[src/rtl/booth_mul_seq.sv]
// Sequential radix-2 Booth multiplier, signed or unsigned per operation.
// Latency: WIDTH+1 cycles from accepting edge to done; one result per WIDTH+3 cycles back-to-back.
// Backpressure: start is taken only while ready; ignored in RUN/DONE, no queuing.
module booth_mul_seq #(
    parameter int WIDTH = 16
) (
    input  logic                 clk,
    input  logic                 rst,
    input  logic                 start,
    input  logic                 signed_mode,
    input  logic [WIDTH-1:0]     a,
    input  logic [WIDTH-1:0]     b,
    output logic                 ready,
    output logic                 busy,
    output logic                 done,
    output logic [2*WIDTH-1:0]   product
);

    localparam int CW = $clog2(WIDTH + 2);
    localparam logic [CW-1:0] CNT_INIT = CW'(WIDTH + 1);
    localparam logic [CW-1:0] CNT_LAST = CW'(1);

    localparam logic [1:0] S_IDLE = 2'd0;
    localparam logic [1:0] S_RUN  = 2'd1;
    localparam logic [1:0] S_DONE = 2'd2;

    logic [1:0]         state;
    logic [WIDTH+1:0]   m_reg;
    logic [WIDTH+1:0]   acc;
    logic [WIDTH:0]     q_reg;
    logic               qm1;
    logic [CW-1:0]      cnt;

    logic [WIDTH+1:0]   m_ext;
    logic [WIDTH:0]     q_ext;
    logic [WIDTH+1:0]   sum;
    logic [2*WIDTH+3:0] shifted;

    // Unsigned operands get a zero top bit so the Booth recoding treats them as non-negative.
    always_comb begin
        m_ext = signed_mode ? {{2{a[WIDTH-1]}}, a} : {2'b00, a};
        q_ext = {signed_mode & b[WIDTH-1], b};
    end

    always_comb begin
        case ({q_reg[0], qm1})
            2'b01:   sum = acc + m_reg;
            2'b10:   sum = acc - m_reg;
            default: sum = acc;
        endcase
        // {sum,q,qm1} shifted right arithmetically: replicate sum's sign, drop old qm1.
        shifted = {sum[WIDTH+1], sum, q_reg};
    end

    always_ff @(posedge clk or posedge rst) begin
        if (rst) begin
            state   <= S_IDLE;
            m_reg   <= '0;
            acc     <= '0;
            q_reg   <= '0;
            qm1     <= 1'b0;
            cnt     <= '0;
            product <= '0;
        end else begin
            case (state)
                S_IDLE: begin
                    if (start) begin
                        acc   <= '0;
                        q_reg <= q_ext;
                        m_reg <= m_ext;
                        qm1   <= 1'b0;
                        cnt   <= CNT_INIT;
                        state <= S_RUN;
                    end
                end
                S_RUN: begin
                    acc   <= shifted[2*WIDTH+3:WIDTH+2];
                    q_reg <= shifted[WIDTH+1:1];
                    qm1   <= shifted[0];
                    cnt   <= cnt - CNT_LAST;
                    if (cnt == CNT_LAST) begin
                        product <= shifted[2*WIDTH:1];
                        state   <= S_DONE;
                    end
                end
                S_DONE:  state <= S_IDLE;
                default: state <= S_IDLE;
            endcase
        end
    end

    assign ready = (state == S_IDLE);
    assign busy  = (state == S_RUN);
    assign done  = (state == S_DONE);

endmodule

[config.mk]
export PLATFORM = sky130hd
export DESIGN_NAME = booth_mul_seq
export DESIGN_NICKNAME = d
export VERILOG_FILES = /design/src/rtl/booth_mul_seq.sv
export SDC_FILE = /design/constraint.sdc
export NUM_CORES = 1
export LEC_CHECK = 0
export BUFFER_PORTS_ARGS = -buffer_cell sky130_fd_sc_hd__buf_2
export CAP_MARGIN = 0
export CORE_ASPECT_RATIO = 0.7
export CORE_UTILIZATION = 55
export DETAILED_ROUTE_END_ITERATION = 16
export MAX_ROUTING_LAYER = met4
export PLACE_DENSITY = 0.77
export SYNTH_ARGS = -nofsm -noshare
export SYNTH_HDL_FRONTEND = slang
export SYNTH_SLANG_ARGS = --single-unit
[constraint.sdc]
create_clock -name clk -period 4.4 [get_ports clk]
set_input_delay 0.88 -clock clk [delete_from_list [all_inputs] [get_ports clk]]
set_output_delay 0.88 -clock clk [all_outputs]
set_load 0.02 [all_outputs]
Yosys cells after proc, flatten, opt, wreduce, memory -nomap -nowiden

Index checks and enable logic that the tools add are counted.

Output and inout port bits: 35
Register bits after elaboration: 93
Bits in read-only memories: 0
Latch bits: 0
Logic and storage cells: 37
RAM bits: 0
Memories kept: 0

Div/mod/pow operators: 0
Mux-type cells: 13
Equality and inequality tests: 7
Reductions and logical operators: 6
Bitwise operators: 1
Add/sub/neg operators: 3
$lt $le $gt $ge: 0
$mul: 0
Shift-type cells: 0

Operators with widths:

| kind                                                   | count |
|---|---|
| case mux 18 bit (2 select lines)                       | 2 |
| 2-to-1 mux 18 bit                                      | 2 |
| case mux 17 bit (2 select lines)                       | 1 |
| adder 18 bit                                           | 1 |
| subtractor 18 bit                                      | 1 |
| 2-to-1 mux 17 bit                                      | 1 |
| case mux 5 bit (2 select lines)                        | 1 |
| AND reduction 2 bit                                    | 4 |
| equality test 5 x 1 -> 1 bit (second input constant)   | 1 |
| 2-to-1 mux 5 bit                                       | 1 |
| subtractor 5 x 1 -> 5 bit (second input constant)      | 1 |
| equality test 2 x 1 -> 1 bit (second input constant)   | 2 |
| equality test 2 bit (second input constant)            | 2 |
| 2-to-1 mux 2 bit                                       | 2 |
| case mux 2 bit (2 select lines)                        | 1 |
| logical NOT 2 bit                                      | 1 |
| inequality test 2 x 1 -> 1 bit (second input constant) | 1 |
| inequality test 2 bit (second input constant)          | 1 |
| case mux 1 bit (2 select lines)                        | 1 |
| nonzero test 2 bit                                     | 1 |
| bitwise AND 1 bit                                      | 1 |
| 2-to-1 mux 1 bit                                       | 1 |

Longest topological paths before layout

Word-level depth: 3
Depth in mapped cells: 15
Gate-level depth less buffers: 14

Worst setup path after synthesis

Ideal clock, no wire load.

Path type: register to register
From: reg m_reg[4]
To: reg acc[16]
Arrival: 2972 ps
Cell stages (with the launch flop): 15
Setup time: 79 ps
Slack: 1349 ps
Buffers on the path: 1
Path through: dfrtp_1 nor3_1 nand2_1 nor3_1 a21oi_1 xnor2_1 ha_1 clkbuf_1 and4_1 nand2_1 a21boi_0 o21a_1 o311a_1 nor3_2 mux2i_1

Word-level cells in the longest chain between the ends: 3
Elaborated cells between the ends (all ways): 4
Classes of those cells: add/sub: 2; mux: 2

RTL lines:

| element                                           | RTL line | source |
|---|---|---|
| start, declared                                   | 28       | `logic [WIDTH+1:0] m_reg;` |
| start signal, assigned                            | 70       | `m_reg <= m_ext;` |
| subtractor 18 bit or adder 18 bit (tied branches) | 48, 47   |  |
| case mux 18 bit (2 select lines) (*)              | 46       | `case ({q_reg[0], qm1})` |
| case mux 18 bit (2 select lines) (*)              | 65       | `case (state)` |
| end signal, assigned                              | 77       | `acc <= shifted[2*WIDTH+3:WIDTH+2];` |
| end, declared                                     | 29       | `logic [WIDTH+1:0] acc;` |

Mark *: on every way between the ends. The rest lies on a longest branch, timed or not.
A chain may end at the register's enable or synchronous reset.

Final worst setup path

From: reg m_reg[0]
To: reg acc[16]

The elaborated chain is that of the path after synthesis.

==> impl_metrics.tcl <==
set metrics [dict create \
    overflow 0 \
    r2r_slack_ns 0.98 \
    grt_pass1_vias 4018 \
    die_w_um 116 \
    hold_violations 0 \
    areaGrowthSynthToFinish_pct 14.3 \
    cts_setup_buffers 0 \
    io_pins 71 \
    initial_utilization_pct 58.2 \
    dp.cells 747 \
    drc_errors 0 \
    first_pass_iters 5 \
    num_antenna_cells 0 \
    synth_ff_type "dfrtp_1" \
    dp_hpwl_um 8720 \
    cp_max_fo 9 \
    nets 696 \
    drive_above_1_share_pct 16.8 \
    grt_max_degree 42 \
    synth_nets 640 \
    synthCells 582 \
    path_class "flip-flop to flip-flop" \
    ys_ff_latch 91 \
    synth_edf_count 0 \
    synthTopCellsByArea "dfrtp_1, nand2_1, ha_1" \
    synth_top_cell_area_share_pct 45.3 \
    slew_violations 0 \
    tightest_slew_ns 0.778 \
    cts.sinks 91 \
    worstReg2RegEnd "acc[16]" \
    synthArstFlopShare_pct 100 \
    initialDrtViolationCount 327 \
    grtUsageTotal_pct 29.1 \
    portBuffers 70 \
    hp-class "primary input to asynchronous set/reset pin" \
    clock.fmax_mhz 292 \
    worstSetupStartpointType "flip-flop" \
    worstReg2RegStart "m_reg[0]" \
    via_count 4381 \
    fin_cells 763 \
    wl_per_cell_um 16.2 \
    clock_skew_ns 0.00548 \
    holdWs_ns 0.458 \
    maxCapViolations 0 \
    largest_reg_flops 32 \
    die_h_um 82.0 \
    root_buffer "clkbuf_16" \
    totalNegativeSetupSlack_ns 0 \
    clock_latency_ns 0.34 \
    htree_levels 3 \
    final_common_cell "nand2_1" \
    row_count 28 \
    post-route-min-period_ns 3.42 \
    critPathBufInv 1 \
    cp-end-kind "flip-flop" \
    synth_area_um2 5030 \
    ant_nets 0 \
    vias_per_cell 5.74 \
    period_share_pct 77.8 \
    core_region_area_um2 8650 \
    cts_resized 0 \
    cts_tree "yes" \
    grt_pass1_wl_um 20300 \
    nFillCells 734 \
    yosys_warnings 0 \
    yosysSeqAreaShare_pct 45.3 \
    ff2ff_path_depth 14 \
    ys_types 53 \
    cts_buffers 9 \
    dieArea_um2 9540 \
    final_cell_mix "nand2_1, dfrtp_1, buf_2" \
    final_util_pct 66.5 \
    regMostFlops "product" \
    yosysTopAreaCell "dfrtp_1" \
    cts_hold_buf 0 \
    synth_area_per_cell_um2 8.65 \
    cp_common_cell "ha_1" \
    final-setup-viol-count 0 \
    crit_path_cell_trace "inv_1 -> ha_1 -> nand2_1 -> nor3_1 -> a21oi_1 -> xnor2_1 -> ha_1 -> a21o_1 -> a31oi_1 -> a21boi_0 -> o21a_1 -> o311a_1 -> nor3_2 -> mux2i_1" \
    crit_family "compound AO/OA/AOI/OAI gates" \
    antenna_found_initial 0 \
    totalWireLength_um 12400 \
    path_clk_slew_ns 0.07 \
    critPathRequiredTime_ns 4.67 \
    worstPathArrival_ns 3.69 \
    grt_setup_unrepaired "no" \
    slowest_stage "nor3_1" \
    place_congestion 0.954 \
    slew_headroom_pct 48.1 \
    cts.path.max_buffers 2 \
    slowest_delay_ns 0.43 \
    run_status "completed" \
]
[kinds of logic after synthesis]
| group | count (synthesis) | share of synthesized area [%] |
|---|---|---|
| AO/OA/AOI/OAI | 128 | 16.5 |
| XOR/XNOR | 21 | 3.65 |
| adder cells (fa/ha/maj) | 22 | 5.62 |
| buffers and inverters | 51 | 4.20 |
| flip-flops | 91 | 45.3 |
| multiplexers | 9 | 1.86 |
| AND/OR/NAND/NOR | 260 | 22.9 |
[worst register-to-register path, stage by stage, from the launching register on]
cell and delay [ns]:
dfrtp_1 0.38, inv_1 0.10, ha_1 0.21, nand2_1 0.12
nor3_1 0.43, a21oi_1 0.16, xnor2_1 0.16, ha_1 0.39
a21o_1 0.22, a31oi_1 0.21, a21boi_0 0.11, o21a_1 0.20
o311a_1 0.34, nor3_2 0.13, mux2i_1 0.19
[Yosys cell counts, types with 2 or more instances]
cell	number
nand3_1	28
a211oi_1	2
a21o_1	7
nor2b_1	4
a31o_2	2
xor2_1	5
or4_1	4
clkbuf_1	28
mux2i_1	6
a211o_2	2
o211ai_1	2
mux2_2	3
and3_4	2
a31oi_1	8
and2_1	4
a21oi_1	26
nor3_1	13
o21ai_0	42
nor4b_1	2
nor2_1	25
a22oi_1	16
o21a_1	3
o311a_1	2
ha_1	21
nand4_1	7
or3_1	2
xnor2_1	16
and3_1	5
nand2b_1	6
nand2_1	154
dfrtp_1	91
o31ai_1	4
inv_1	18
buf_2	3
[metal layers]
metal  vias up  routed length (um)  global-route usage, %
met5         -                   0                      -
met4         0                 130                   7.95
met3        14                 685                   5.90
met2       154                5640                   43.8
met1      2077                5930                   39.9
li1       2136                   -                      -
[final cells by class]
class                           count  area, um2  share of cell area [%]
Sequential cell                    91       2280                    39.6
Clock inverter                      5       61.3                    1.07
Multi-Input combinational cell    440       2540                    44.2
Tap cell                          120        150                    2.61
Inverter                           18       68.8                    1.20
Clock buffer                       11        243                    4.22
Timing Repair Buffer               78        410                    7.13
[per-stage QoR]
step                      cell area, um2  worst slack (ns)
after CTS                           5750             0.985
after global routing                5750             0.615
after global placement              5450              1.12
after floorplan                     5030              1.16
after detailed placement            5450              1.01
final                               5750             0.977
[worst max-delay path by stage]
stage,end,slack [ns],start,depth (start not counted)
floorplan,acc[0],1.16,rst,1
global placement,product[28],1.12,m_reg[4],13
detailed placement,product[28],1.01,q_reg[0],10
CTS,acc[16],0.99,m_reg[0],14
global route,acc[16],0.61,m_reg[0],14
finish,acc[16],0.98,m_reg[0],14
Power is not shown: default switching activity piles up to over one toggle a cycle in this logic, so the estimate is an artifact.
